**src/rtl/tdc_pfd_lock.sv**
```systemverilog
// rtl/tdc_pfd_lock.sv - sequential PFD/TDC with cycle-slip and lock detection
//
// Samples clk_ref and fb_clk in the clk domain, measures the separation of
// each ref/fb rising-edge pair as a saturating count of clk cycles, and emits
// a signed phase error (positive = ref leads) for the digital loop filter.
//
// Ports:
//   clk        system sampling clock, rising edge
//   reset_n    asynchronous active-low reset
//   clk_ref    reference clock, asynchronous to clk
//   fb_clk     DCO feedback clock, asynchronous to clk
//   up         high while the FSM is in LEAD (ref edge seen, waiting for fb)
//   dwn        high while the FSM is in LAG  (fb edge seen, waiting for ref)
//   err        signed two's-complement phase error, holds between strobes
//   err_valid  one-cycle strobe marking a new err value
//   slip       one-cycle strobe, second same-side edge before the other side
//   locked     lock indicator
module tdc_pfd_lock #(
    parameter int CNT_W       = 5,
    parameter int SYNC_STAGES = 2,
    parameter int LOCK_TOL    = 1,
    parameter int LOCK_CNT    = 16
) (
    input  logic             clk,
    input  logic             reset_n,
    input  logic             clk_ref,
    input  logic             fb_clk,
    output logic             up,
    output logic             dwn,
    output logic [CNT_W:0]   err,
    output logic             err_valid,
    output logic             slip,
    output logic             locked
);

    localparam int                LC_W   = $clog2(LOCK_CNT + 1);
    localparam logic [CNT_W-1:0]  MAX    = '1;
    localparam logic [CNT_W-1:0]  TOL    = CNT_W'(LOCK_TOL);
    localparam logic [LC_W-1:0]   LC_MAX = LC_W'(LOCK_CNT);

    typedef enum logic [1:0] {IDLE, LEAD, LAG} state_t;

    logic [SYNC_STAGES-1:0] ref_sync_q, ref_sync_d;
    logic [SYNC_STAGES-1:0] fb_sync_q, fb_sync_d;
    logic                   ref_dly_q, ref_dly_d;
    logic                   fb_dly_q, fb_dly_d;
    logic                   armed_q, armed_d;
    state_t                 state_q, state_d;
    logic [CNT_W-1:0]       cnt_q, cnt_d;
    logic [CNT_W:0]         err_q, err_d;
    logic                   err_valid_q, err_valid_d;
    logic                   slip_q, slip_d;
    logic [LC_W-1:0]        lock_cnt_q, lock_cnt_d;
    logic                   locked_q, locked_d;

    logic                   s_ref, s_fb, ref_rise, fb_rise;
    logic                   emit, neg, in_tol;
    logic [CNT_W-1:0]       mag, cnt_inc;
    logic [CNT_W:0]         mag_ext;

    assign s_ref    = ref_sync_q[SYNC_STAGES-1];
    assign s_fb     = fb_sync_q[SYNC_STAGES-1];
    assign ref_rise = s_ref & ~ref_dly_q;
    // fb edges are ignored until the first ref edge; a fb edge coincident
    // with the arming ref edge is paired with it.
    assign fb_rise  = s_fb & ~fb_dly_q & (armed_q | ref_rise);
    assign cnt_inc  = (cnt_q == MAX) ? MAX : cnt_q + 1'b1;

    always_comb begin
        ref_sync_d = {ref_sync_q[SYNC_STAGES-2:0], clk_ref};
        fb_sync_d  = {fb_sync_q[SYNC_STAGES-2:0], fb_clk};
        ref_dly_d  = s_ref;
        fb_dly_d   = s_fb;
        armed_d    = armed_q | ref_rise;
    end

    always_comb begin
        state_d = state_q;
        cnt_d   = cnt_q;
        emit    = 1'b0;
        neg     = 1'b0;
        mag     = '0;
        slip_d  = 1'b0;
        unique case (state_q)
            IDLE: begin
                if (ref_rise && fb_rise) begin
                    emit = 1'b1;
                end else if (ref_rise) begin
                    state_d = LEAD;
                    cnt_d   = 1;
                end else if (fb_rise) begin
                    state_d = LAG;
                    cnt_d   = 1;
                end
            end
            LEAD: begin
                if (fb_rise && !ref_rise) begin
                    emit    = 1'b1;
                    mag     = cnt_q;
                    state_d = IDLE;
                end else if (ref_rise && !fb_rise) begin
                    emit   = 1'b1;
                    mag    = MAX;
                    slip_d = 1'b1;
                    cnt_d  = 1;
                end else if (ref_rise && fb_rise) begin
                    emit  = 1'b1;
                    mag   = cnt_q;
                    cnt_d = 1;
                end else begin
                    cnt_d = cnt_inc;
                end
            end
            LAG: begin
                neg = 1'b1;
                if (ref_rise && !fb_rise) begin
                    emit    = 1'b1;
                    mag     = cnt_q;
                    state_d = IDLE;
                end else if (fb_rise && !ref_rise) begin
                    emit   = 1'b1;
                    mag    = MAX;
                    slip_d = 1'b1;
                    cnt_d  = 1;
                end else if (ref_rise && fb_rise) begin
                    emit  = 1'b1;
                    mag   = cnt_q;
                    cnt_d = 1;
                end else begin
                    cnt_d = cnt_inc;
                end
            end
            default: begin
                state_d = IDLE;
                cnt_d   = '0;
            end
        endcase
    end

    assign mag_ext = {1'b0, mag};

    always_comb begin
        err_valid_d = emit;
        err_d       = err_q;
        if (emit) begin
            err_d = neg ? -mag_ext : mag_ext;
        end
    end

    // Lock tracking runs off the pre-register emit so that an out-of-tolerance
    // measurement clears locked on the same edge that raises err_valid.
    assign in_tol = (mag <= TOL) & ~slip_d;

    always_comb begin
        lock_cnt_d = lock_cnt_q;
        locked_d   = locked_q;
        if (emit && in_tol) begin
            lock_cnt_d = (lock_cnt_q == LC_MAX) ? LC_MAX : lock_cnt_q + 1'b1;
        end
        if (emit && !in_tol) begin
            lock_cnt_d = '0;
            locked_d   = 1'b0;
        end else if (lock_cnt_q == LC_MAX) begin
            locked_d = 1'b1;
        end
    end

    always_ff @(posedge clk or negedge reset_n) begin
        if (!reset_n) begin
            ref_sync_q  <= '0;
            fb_sync_q   <= '0;
            ref_dly_q   <= 1'b0;
            fb_dly_q    <= 1'b0;
            armed_q     <= 1'b0;
            state_q     <= IDLE;
            cnt_q       <= '0;
            err_q       <= '0;
            err_valid_q <= 1'b0;
            slip_q      <= 1'b0;
            lock_cnt_q  <= '0;
            locked_q    <= 1'b0;
        end else begin
            ref_sync_q  <= ref_sync_d;
            fb_sync_q   <= fb_sync_d;
            ref_dly_q   <= ref_dly_d;
            fb_dly_q    <= fb_dly_d;
            armed_q     <= armed_d;
            state_q     <= state_d;
            cnt_q       <= cnt_d;
            err_q       <= err_d;
            err_valid_q <= err_valid_d;
            slip_q      <= slip_d;
            lock_cnt_q  <= lock_cnt_d;
            locked_q    <= locked_d;
        end
    end

    assign up        = (state_q == LEAD);
    assign dwn       = (state_q == LAG);
    assign err       = err_q;
    assign err_valid = err_valid_q;
    assign slip      = slip_q;
    assign locked    = locked_q;

endmodule

```
**config.mk**
```make
export PLATFORM = sky130hd
export DESIGN_NAME = tdc_pfd_lock
export DESIGN_NICKNAME = d
export VERILOG_FILES = /design/src/rtl/tdc_pfd_lock.sv
export SDC_FILE = /design/constraint.sdc
export NUM_CORES = 1
export LEC_CHECK = 0
export CORE_MARGIN = 10
export CORE_UTILIZATION = 50
export DETAILED_ROUTE_END_ITERATION = 16
export PLACE_DENSITY = 0.82
export SYNTH_ARGS = -nofsm -noshare
export SYNTH_HDL_FRONTEND = slang
export SYNTH_SLANG_ARGS = --single-unit
```
**constraint.sdc**
```tcl
create_clock -name clk -period 4.7 [get_ports clk]
set_clock_uncertainty 0.1 [all_clocks]
set_input_delay 0.94 -clock clk [delete_from_list [all_inputs] [get_ports clk]]
set_output_delay 0.94 -clock clk [all_outputs]
set_load 0.05 [all_outputs]
```
# Word level (Yosys, flattened, before mapping)

Cells that the tools add are included.

RAM bits: 0
Output and inout port bits: 11
Register bits: 28
Bits in read-only memories: 0
Logic and storage cells: 87
Memories: 0
Latch bits: 0
Input bits: 4

Add/subtract/negate cells: 3
Divide/modulo/power cells: 0
Multiply operators: 0
Bitwise gates (word level): 8
Mux-type cells: 40
Shift operators: 0
Reductions and logical operators: 13
Magnitude comparators: 1
Equal/unequal tests: 10

Operator list:

| cell                                                | number |
|---|---|
| 2-to-1 mux 5 bit                                    | 17 |
| one-hot mux 5 bit (3 select lines)                  | 1 |
| 2-to-1 mux 1 bit                                    | 12 |
| adder 5 x 1 -> 5 bit, second input constant         | 2 |
| == test 5 bit, second input constant                | 2 |
| 2-to-1 mux 2 bit                                    | 5 |
| one-hot mux 5 bit (2 select lines)                  | 1 |
| AND reduction 4 bit                                 | 2 |
| 2-to-1 mux 6 bit                                    | 1 |
| != test 2 bit, second input constant                | 3 |
| negator 5 -> 6 bit                                  | 1 |
| one-hot mux 2 bit (3 select lines)                  | 1 |
| <= comparator 5 x 1 -> 1 bit, second input constant | 1 |
| logical AND 1 bit                                   | 5 |
| bitwise AND 1 bit                                   | 4 |
| != test 2 x 1 -> 1 bit, second input constant       | 2 |
| nonzero test 2 bit                                  | 2 |
| logical NOT 1 bit                                   | 3 |
| != test 3 bit, second input constant                | 1 |
| inverter 1 bit                                      | 3 |
| one-hot mux 1 bit (3 select lines)                  | 1 |
| == test 2 x 1 -> 1 bit, second input constant       | 1 |
| == test 2 bit, second input constant                | 1 |
| logical NOT 2 bit                                   | 1 |
| other kinds (2)                                     | 2 |

# Logic depth before layout (Yosys ltp)

Gate-level depths: netlist of run 1.

Depth in word-level cells: 14
Depth in mapped cells: 13
Mapped depth without buffers: 12

# Worst setup path after synthesis of run 1

Ideal clock, no wire load.

Kind: reg-to-reg
Start point: reg state_q[1]
End point: reg lock_cnt_q[2]
Slack: 1.979 ns
Library setup time: 0.101 ns
Path buffers: 2
Cell stages (with the launch flop): 14
Required time: 4.499 ns
Clock period less this slack: 2.721 ns
Data arrival time: 2.521 ns
Path through: dfrtp_1 -> inv_1 -> ha_1 -> buf_2 -> buf_2 -> nand3_1 -> o211ai_2 -> nand2_1 -> inv_1 -> ha_1 -> nor2b_1 -> o21ai_1 -> nand2_2 -> o311ai_2

Word-level cells in the longest chain between the ends: 7
Elaborated cells on any way between the ends: 14
Those cells by class: 1 x order compare; 2 x eq/ne; 4 x mux; 2 x bitwise; 5 x reduce/logical

Ends and longest elaborated chain:

| what                                                   | RTL line | source |
|---|---|---|
| from (decl)                                            | 48       | `state_t state_q, state_d;` |
| from (signal assigned)                                 | 188      | `state_q <= state_d;` |
| == test 2 x 1 -> 1 bit *                               | -        |  |
| named net up                                           | 28       | `output logic up,` |
| one-hot mux 5 bit (2 select lines) *                   | 84       | `unique case (state_q)` |
| named net mag[0]                                       | 58       | `logic [CNT_W-1:0] mag, cnt_inc;` |
| <= comparator 5 x 1 -> 1 bit *                         | 152      | `assign in_tol = (mag <= TOL) & ~slip_d;` |
| bitwise AND 1 bit *                                    | 152      |  |
| logical NOT 1 bit                                      | 160      | `if (emit && !in_tol) begin` |
| logical AND 1 bit                                      | 160      |  |
| 2-to-1 mux 5 bit or nonzero test 2 bit (tied branches) | -        |  |
| to (signal assigned)                                   | 193      | `lock_cnt_q <= lock_cnt_d;` |
| to (decl)                                              | 53       | `logic [LC_W-1:0] lock_cnt_q, lock_cnt_d;` |

Mark *: on every way through the listed nets, which the timed path passes. The rest lies on a longest branch.
A chain may end at the register's enable or synchronous reset.

# Worst setup path after layout of run 1

Start point: reg state_q[0]
End point: out dwn

Word-level cells in the longest chain between the ends: 1

Ends and longest elaborated chain:

| what          | RTL line | source |
|---|---|---|
| == test 2 bit | 199      | `assign dwn = (state_q == LAG);` |
| to (decl)     | 29       | `output logic dwn,` |

No other way between the ends.

==> results.py, run 1 <==
metrics = {
    "synthesis": {
        "yosysSeqAreaShare_pct": 40.09,
        "ys_async_sr_fraction_pct": 100.0,
        "synth_cell_type_count": 48,
        "ys.flop_type": "dfrtp_1",
        "synth_edf_count": 0,
        "syn-instance-count": 189,
        "synth_warnings": 0,
        "syn_area_sq_um": 1748,
        "syn-num-nets": 202,
        "ys_seq_elements": 28,
        "syn_avg_cell_area_sq_um": 9.248,
    },
    "power": {
        "switching_share_pct": 46.27,
        "clkPwrFrac_pct": 14.7,
        "power_density_nw_per_um2": 574.3,
        "power.internal_uw": 597.7,
        "p_sw_uw": 514.6,
        "comb_power_share_pct": 53.2,
        "power.leakage_uw": 0.0007994,
        "pwr-share-seq_pct": 32.1,
        "vdd_ir_drop_max_uv": 354.0,
    },
    "clock_tree": {
        "clk_path_buf_depth": 2,
        "clk_latency_ps": 340,
        "cts-root-buf": "clkbuf_4",
        "cts_sinks": 28,
        "hold_buffers": 0,
        "cts_setup_buffers": 0,
        "htree_levels": 1,
        "clk_pin_slew_worst_paths_ps": 160,
        "cts-resized-gates": 0,
        "cts_tree": "yes",
        "cts-buffers-inserted": 3,
    },
    "grt": {
        "grt-ovfl-total": 0,
        "grt_pass1_wl_mm": 5.802,
        "grt_pass1_vias": 1261,
        "gr-usage-all-layers_pct": 11.05,
        "grt_max_degree": 29,
        "antenna_found_initial": 0,
    },
    "final_layout": {
        "diodes": 0,
        "syn_to_final_growth_pct": 10.81,
        "drive_above_1_share_pct": 9.137,
        "fillCellCount": 330,
        "postLayoutCoreUtil_pct": 57.59,
        "finalNetCount": 211,
    },
    "route": {
        "drt_pass1_iterations": 4,
        "drcViolationCount": 0,
        "via_per_inst": 5.695,
        "wire_per_inst_um": 13.99,
        "wirelength_mm": 3.400,
        "drtIter0Drc": 79,
        "vias": 1384,
        "final_antenna_net_count": 0,
    },
    "timing": {
        "hold_violations": 0,
        "min_period_over_period_pct": 73.91,
        "setup_viol": 0,
        "min_period_ps": 3474,
        "setup_tns_ps": 0,
        "max-slew-margin-rel_pct": 53.20,
        "drv_slew": 0,
        "tightest_slew_ps": 700.5,
        "rsz0062_at_grt": "no",
        "fmax_mhz": 287.9,
    },
    "setup_path": {
        "critical_path_class": "reg -> out",
        "cp_max_fo": 21,
        "start_kind": "flip-flop",
        "worstSetupEndpointType": "output port",
        "worstReg2RegEnd": "lock_cnt_q[2]",
        "arrival_ps": 2430,
        "r2r_slack_ps": 1820,
        "regToRegStartpoint": "state_q[0]",
        "crit_required_ps": 3660,
        "worstSetupStartpoint": "state_q[0]",
        "worst-r2r-cell-count": 12,
        "critPathCapture": "dwn",
    },
    "placed_design": {
        "place_congestion": 0.8692,
        "numPortBuffers": 14,
        "hpwl_mm": 2.455,
    },
    "die": {
        "initial_core_util_pct": 51.97,
        "die_h_um": 79.13,
        "rows": 21,
        "ios": 15,
        "die-area_sq_um": 6261,
        "core_sq_um": 3363,
        "die_w_um": 79.13,
    },
    "run_status": {
        "status": "finished, final reports clean",
    },
    "worst_hold_path": {
        "hold_path_class": "reg -> reg",
    },
    "job": {
        "maxCapViolations": 0,
    },
}
[synth_stat cells (2+ instances only)]
master | number | area [sq um]
a211oi_1 | 3 | 22.52
a21o_1 | 2 | 15.01
a21oi_1 | 8 | 40.04
a221oi_1 | 2 | 17.52
a22oi_1 | 7 | 52.55
and3b_1 | 2 | 17.52
buf_2 | 4 | 20.02
buf_6 | 3 | 33.78
clkbuf_1 | 3 | 11.26
dfrtp_1 | 28 | 700.7
ha_1 | 9 | 112.6
inv_1 | 11 | 41.29
nand2_1 | 20 | 75.07
nand2b_1 | 3 | 18.77
nand3_1 | 12 | 60.06
nand4_1 | 3 | 18.77
nor2_1 | 13 | 48.80
nor2b_1 | 2 | 12.51
nor3_1 | 3 | 15.01
o211ai_2 | 4 | 50.05
o21ai_0 | 12 | 60.06
o21ai_1 | 4 | 20.02
o22ai_1 | 3 | 18.77
o311ai_2 | 2 | 32.53
or3_1 | 2 | 12.51
xnor2_1 | 2 | 17.52
[power groups by stage]
stage | Sequential, uW | Combinational, uW | Clock [uW]
after floorplan | 438 | 378 | 0
after global placement | 358 | 586 | 0
after detailed placement | 361 | 591 | 0
after CTS | 356 | 593 | 167
after global routing | 366 | 653 | 174
final | 357 | 592 | 164
[through the flow]
step           instance area, sq um  hold slack (ps)  setup WS, ps  cells  total power [uW]
2_1_floorplan                  1748            231.2          1979    189             815.9
3_3_place_gp                   1884            233.8          1674    239             944.5
3_5_place_dp                   1884            237.3          1659    239             952.5
4_1_cts                        1937            272.5          1246    243              1115
5_1_grt                        1937            278.5          1092    243              1193
6_report                       1937            270.0          1226    243              1112
[area by class of cell]
cell class              instances  area [sq um]  area share (%)
multi-input cells             138         933.4           48.19
flip-flops and latches         28         700.7           36.18
repair buffers                 15         147.6           7.623
well taps                      46         57.56           2.972
inverters                      12         45.04           2.326
clock inverters                 1         30.03           1.550
clock buffers                   3         22.52           1.163
[how the worst min path moves through the flow]
| stage | start | to | slack [ps] | depth (start not counted) |
|---|---|---|---|---|
| finish | fb_sync_q[0] | fb_sync_q[1] | 270 | 0 |
| global route | fb_sync_q[0] | fb_sync_q[1] | 280 | 0 |
| CTS | fb_sync_q[0] | fb_sync_q[1] | 270 | 0 |
| detailed placement | fb_sync_q[0] | fb_sync_q[1] | 240 | 0 |
| global placement | fb_sync_q[0] | fb_sync_q[1] | 230 | 0 |
| floorplan | fb_sync_q[0] | fb_sync_q[1] | 230 | 0 |
[layer usage]
metal / track usage [%] / share of wire, % / routed length, um / vias up
li1: - / - / - / 703
met1: 14.59 / 49 / 1681 / 637
met2: 16.56 / 43 / 1450 / 38
met3: 2.365 / 5.9 / 202 / 6
met4: 5.556 / 1.9 / 66 / 0
met5: 0 / 0 / 0 / -
[sequential cells by signal, summed over array words and instances (netlist names)]
signal and flops:
err 6, cnt_q 5, lock_cnt_q 5, fb_sync_q 2, ref_sync_q 2, state_q 2
armed_q 1, err_valid 1, fb_dly_q 1, locked 1, ref_dly_q 1, slip 1
[logic make-up (layout without fill, tap and decap cells)]
group	Yosys count	count (layout)	share of synthesized area [%]
AND/OR/NAND/NOR	68	68	19.83
AO/OA/AOI/OAI	59	59	26.13
adder cells (fa/ha/maj)	9	9	6.442
XOR/XNOR	2	2	1.002
flip-flops	28	28	40.09
buffers and inverters	23	31	6.513
[cell usage in the layout, fill, tap and decap left out, types with 2 or more instances in the layout]
| cell type | synthesis | routed |
|---|---|---|
| dfrtp_1 | 28 | 28 |
| nand2_1 | 20 | 20 |
| clkdlybuf4s50_1 | 0 | 14 |
| nor2_1 | 13 | 13 |
| nand3_1 | 12 | 12 |
| o21ai_0 | 12 | 12 |
| inv_1 | 11 | 11 |
| ha_1 | 9 | 9 |
| a21oi_1 | 8 | 8 |
| a22oi_1 | 7 | 7 |
| o211ai_2 | 4 | 4 |
| o21ai_1 | 4 | 4 |
| nand2b_1 | 3 | 3 |
| o22ai_1 | 3 | 3 |
| a211oi_1 | 3 | 3 |
| nand4_1 | 3 | 3 |
| nor3_1 | 3 | 3 |
| clkbuf_4 | 0 | 3 |
| nor2b_1 | 2 | 2 |
| and3b_1 | 2 | 2 |
| a21o_1 | 2 | 2 |
| a221oi_1 | 2 | 2 |
| o311ai_2 | 2 | 2 |
| xnor2_1 | 2 | 2 |
| or3_1 | 2 | 2 |
[critical path, stage by stage, from the launching register on]
cell and delay, ps:
dfrtp_1 460, inv_1 100, ha_1 600, clkdlybuf4s50_1 930
Note: power is estimated with default switching activity, not from simulation.
==> run 2: changes to the inputs <==
clock period = 3.5 ns   (was 4.7 ns; I/O delays follow)
==> run 2 against run 1 <==
Sequential cell count did not move. Via count rose by 1.7%. First-iteration DRC count rose by 44%. Critical endpoint is now up. Largest cell class unchanged. Highest routed layer unchanged.
==> results.py, run 2 (synthesized netlist as in run 1, its figures left out) <==
metrics = {
    "die": {
        "die_w_um": 79.13,
        "rows": 21,
        "ios": 15,
        "die_h_um": 79.13,
        "initial_core_util_pct": 51.97,
        "die-area_sq_um": 6261,
        "core_sq_um": 3363,
    },
    "clock_tree": {
        "cts-root-buf": "clkbuf_4",
        "cts_sinks": 28,
        "hold_buffers": 0,
        "cts_setup_buffers": 0,
        "cts_tree": "yes",
        "clk_latency_ps": 330,
        "htree_levels": 1,
        "clk_pin_slew_worst_paths_ps": 160,
        "cts-buffers-inserted": 3,
        "cts-resized-gates": 0,
        "clk_path_buf_depth": 2,
    },
    "final_layout": {
        "drive_above_1_share_pct": 9.596,
        "finalNetCount": 212,
        "layout_commonest_cell": "dfrtp_1",
        "syn_to_final_growth_pct": 11.24,
        "layout_common_cells": "dfrtp_1 (28), nand2_1 (20), clkdlybuf4s50_1 (14)",
        "largest_reg_flops": 6,
        "diodes": 0,
    },
    "placed_design": {
        "place_congestion": 0.8355,
        "hpwl_mm": 2.509,
        "numPortBuffers": 14,
        "pre_cts_slack_ps": 800.0,
    },
    "grt": {
        "antenna_found_initial": 0,
        "grt-ovfl-total": 0,
        "gr-usage-all-layers_pct": 11.81,
        "grt_pass1_wl_mm": 6.285,
        "grt_pass1_vias": 1356,
        "grt_max_degree": 29,
    },
    "timing": {
        "setup_tns_ps": 0,
        "setup_viol": 0,
        "max-slew-margin-rel_pct": 57.58,
        "drv_slew": 0,
        "rsz0062_at_grt": "no",
        "min_period_over_period_pct": 88.64,
        "hold_violations": 0,
        "min_period_ps": 3102,
        "setup_ws_ps": 397.6,
        "tightest_slew_ps": 635.0,
        "fmax_mhz": 322.3,
    },
    "setup_path": {
        "slowest_stage": "clkdlybuf4s50_1",
        "crit_required_ps": 2700,
        "start_kind": "flip-flop",
        "max_stage_delay_ps": 910,
        "critPathBufInv": 2,
        "arrival_ps": 2300,
        "cp_max_fo": 17,
        "critical_path_class": "reg -> out",
        "crit_chain": "inv_1 > ha_1 > clkdlybuf4s50_1",
        "worstSetupEndpointType": "output port",
        "critPathTopFamily": "buffers and inverters",
    },
    "route": {
        "drcViolationCount": 0,
        "final_antenna_net_count": 0,
        "via_per_inst": 5.766,
        "wire_per_inst_um": 14.45,
        "vias": 1407,
        "drtIter0Drc": 114,
        "wirelength_mm": 3.527,
        "drt_pass1_iterations": 4,
    },
    "power": {
        "power_density_nw_per_um2": 772.9,
        "finalPower_uw": 1503,
        "power.leakage_uw": 0.0008047,
        "vdd_ir_drop_max_uv": 497.9,
    },
    "run_status": {
        "status": "finished, final reports clean",
    },
    "job": {
        "maxCapViolations": 0,
    },
    "worst_hold_path": {
        "hold_path_class": "reg -> reg",
    },
}
[run 2: cell types whose count changed in the layout (fill, tap and decap cells not counted), sizes merged]
cell / before / now
buf: 1 / 2
[run 2: worst register-to-register path: cells and delay by family (launching register included)]
family                   cells  cell delay (ps)
AO/OA/AOI/OAI                3              570
buffers and inverters        2              190
AND/OR/NAND/NOR              4              680
adder cells (fa/ha/maj)      2              630
flip-flops                   1              460
[run 2: metal layers]
layer / vias up / wire, um / GRT usage (%)
li1: 709 / - / -
met4: 0 / 67 / 5.376
met2: 34 / 1612 / 17.62
met3: 8 / 178 / 2.590
met5: - / 0 / 0
met1: 656 / 1668 / 15.85
[run 2: stage by stage]
step | cells | util, % | cell area [sq um] | hold slack (ps)
global route | 244 | 57.81 | 1944 | 277.8
global placement | 240 | 56.25 | 1892 | 233.3
detailed placement | 240 | 56.25 | 1892 | 236.5
finish | 244 | 57.81 | 1944 | 268.9
CTS | 244 | 57.81 | 1944 | 271.5
floorplan | 189 | - | 1748 | 231.2
[run 2: path summary, 6_finish.rpt]
check | startpoint | end | slack, ps | depth (start not counted)
setup reg to reg | state_q[1] | lock_cnt_q[2] | 780 | 11
max in group asynchronous | reset_n | cnt_q[0] | 2440 | 2
min in group asynchronous | reset_n | fb_dly_q | 600 | 2
hold / removal | fb_sync_q[0] | fb_sync_q[1] | 270 | 0
setup / recovery | state_q[1] | up | 400 | 3
hold reg to reg | fb_sync_q[0] | fb_sync_q[1] | 270 | 0
[run 2: layout make-up]
| cell class | instances | area, sq um |
|---|---|---|
| Clock buffer | 3 | 22.52 |
| Clock inverter | 1 | 30.03 |
| Fill cell | 310 | 1419 |
| Inverter | 12 | 45.04 |
| Multi-Input combinational cell | 138 | 933.4 |
| Sequential cell | 28 | 700.7 |
| Tap cell | 46 | 57.56 |
| Timing Repair Buffer | 16 | 155.1 |
[run 2: power breakdown]
part           leakage (uW)  internal [uW]  switching, uW
registers          0.000347            404           74.4
logic              0.000430            287            519
clock network     0.0000279            116            103
==> run 3: changes to the inputs <==
CTS_CLUSTER_SIZE = 25   (was unset)
==> results of run 3 <==
No change in the layout: final DEF, timing and power equal those of run 2.
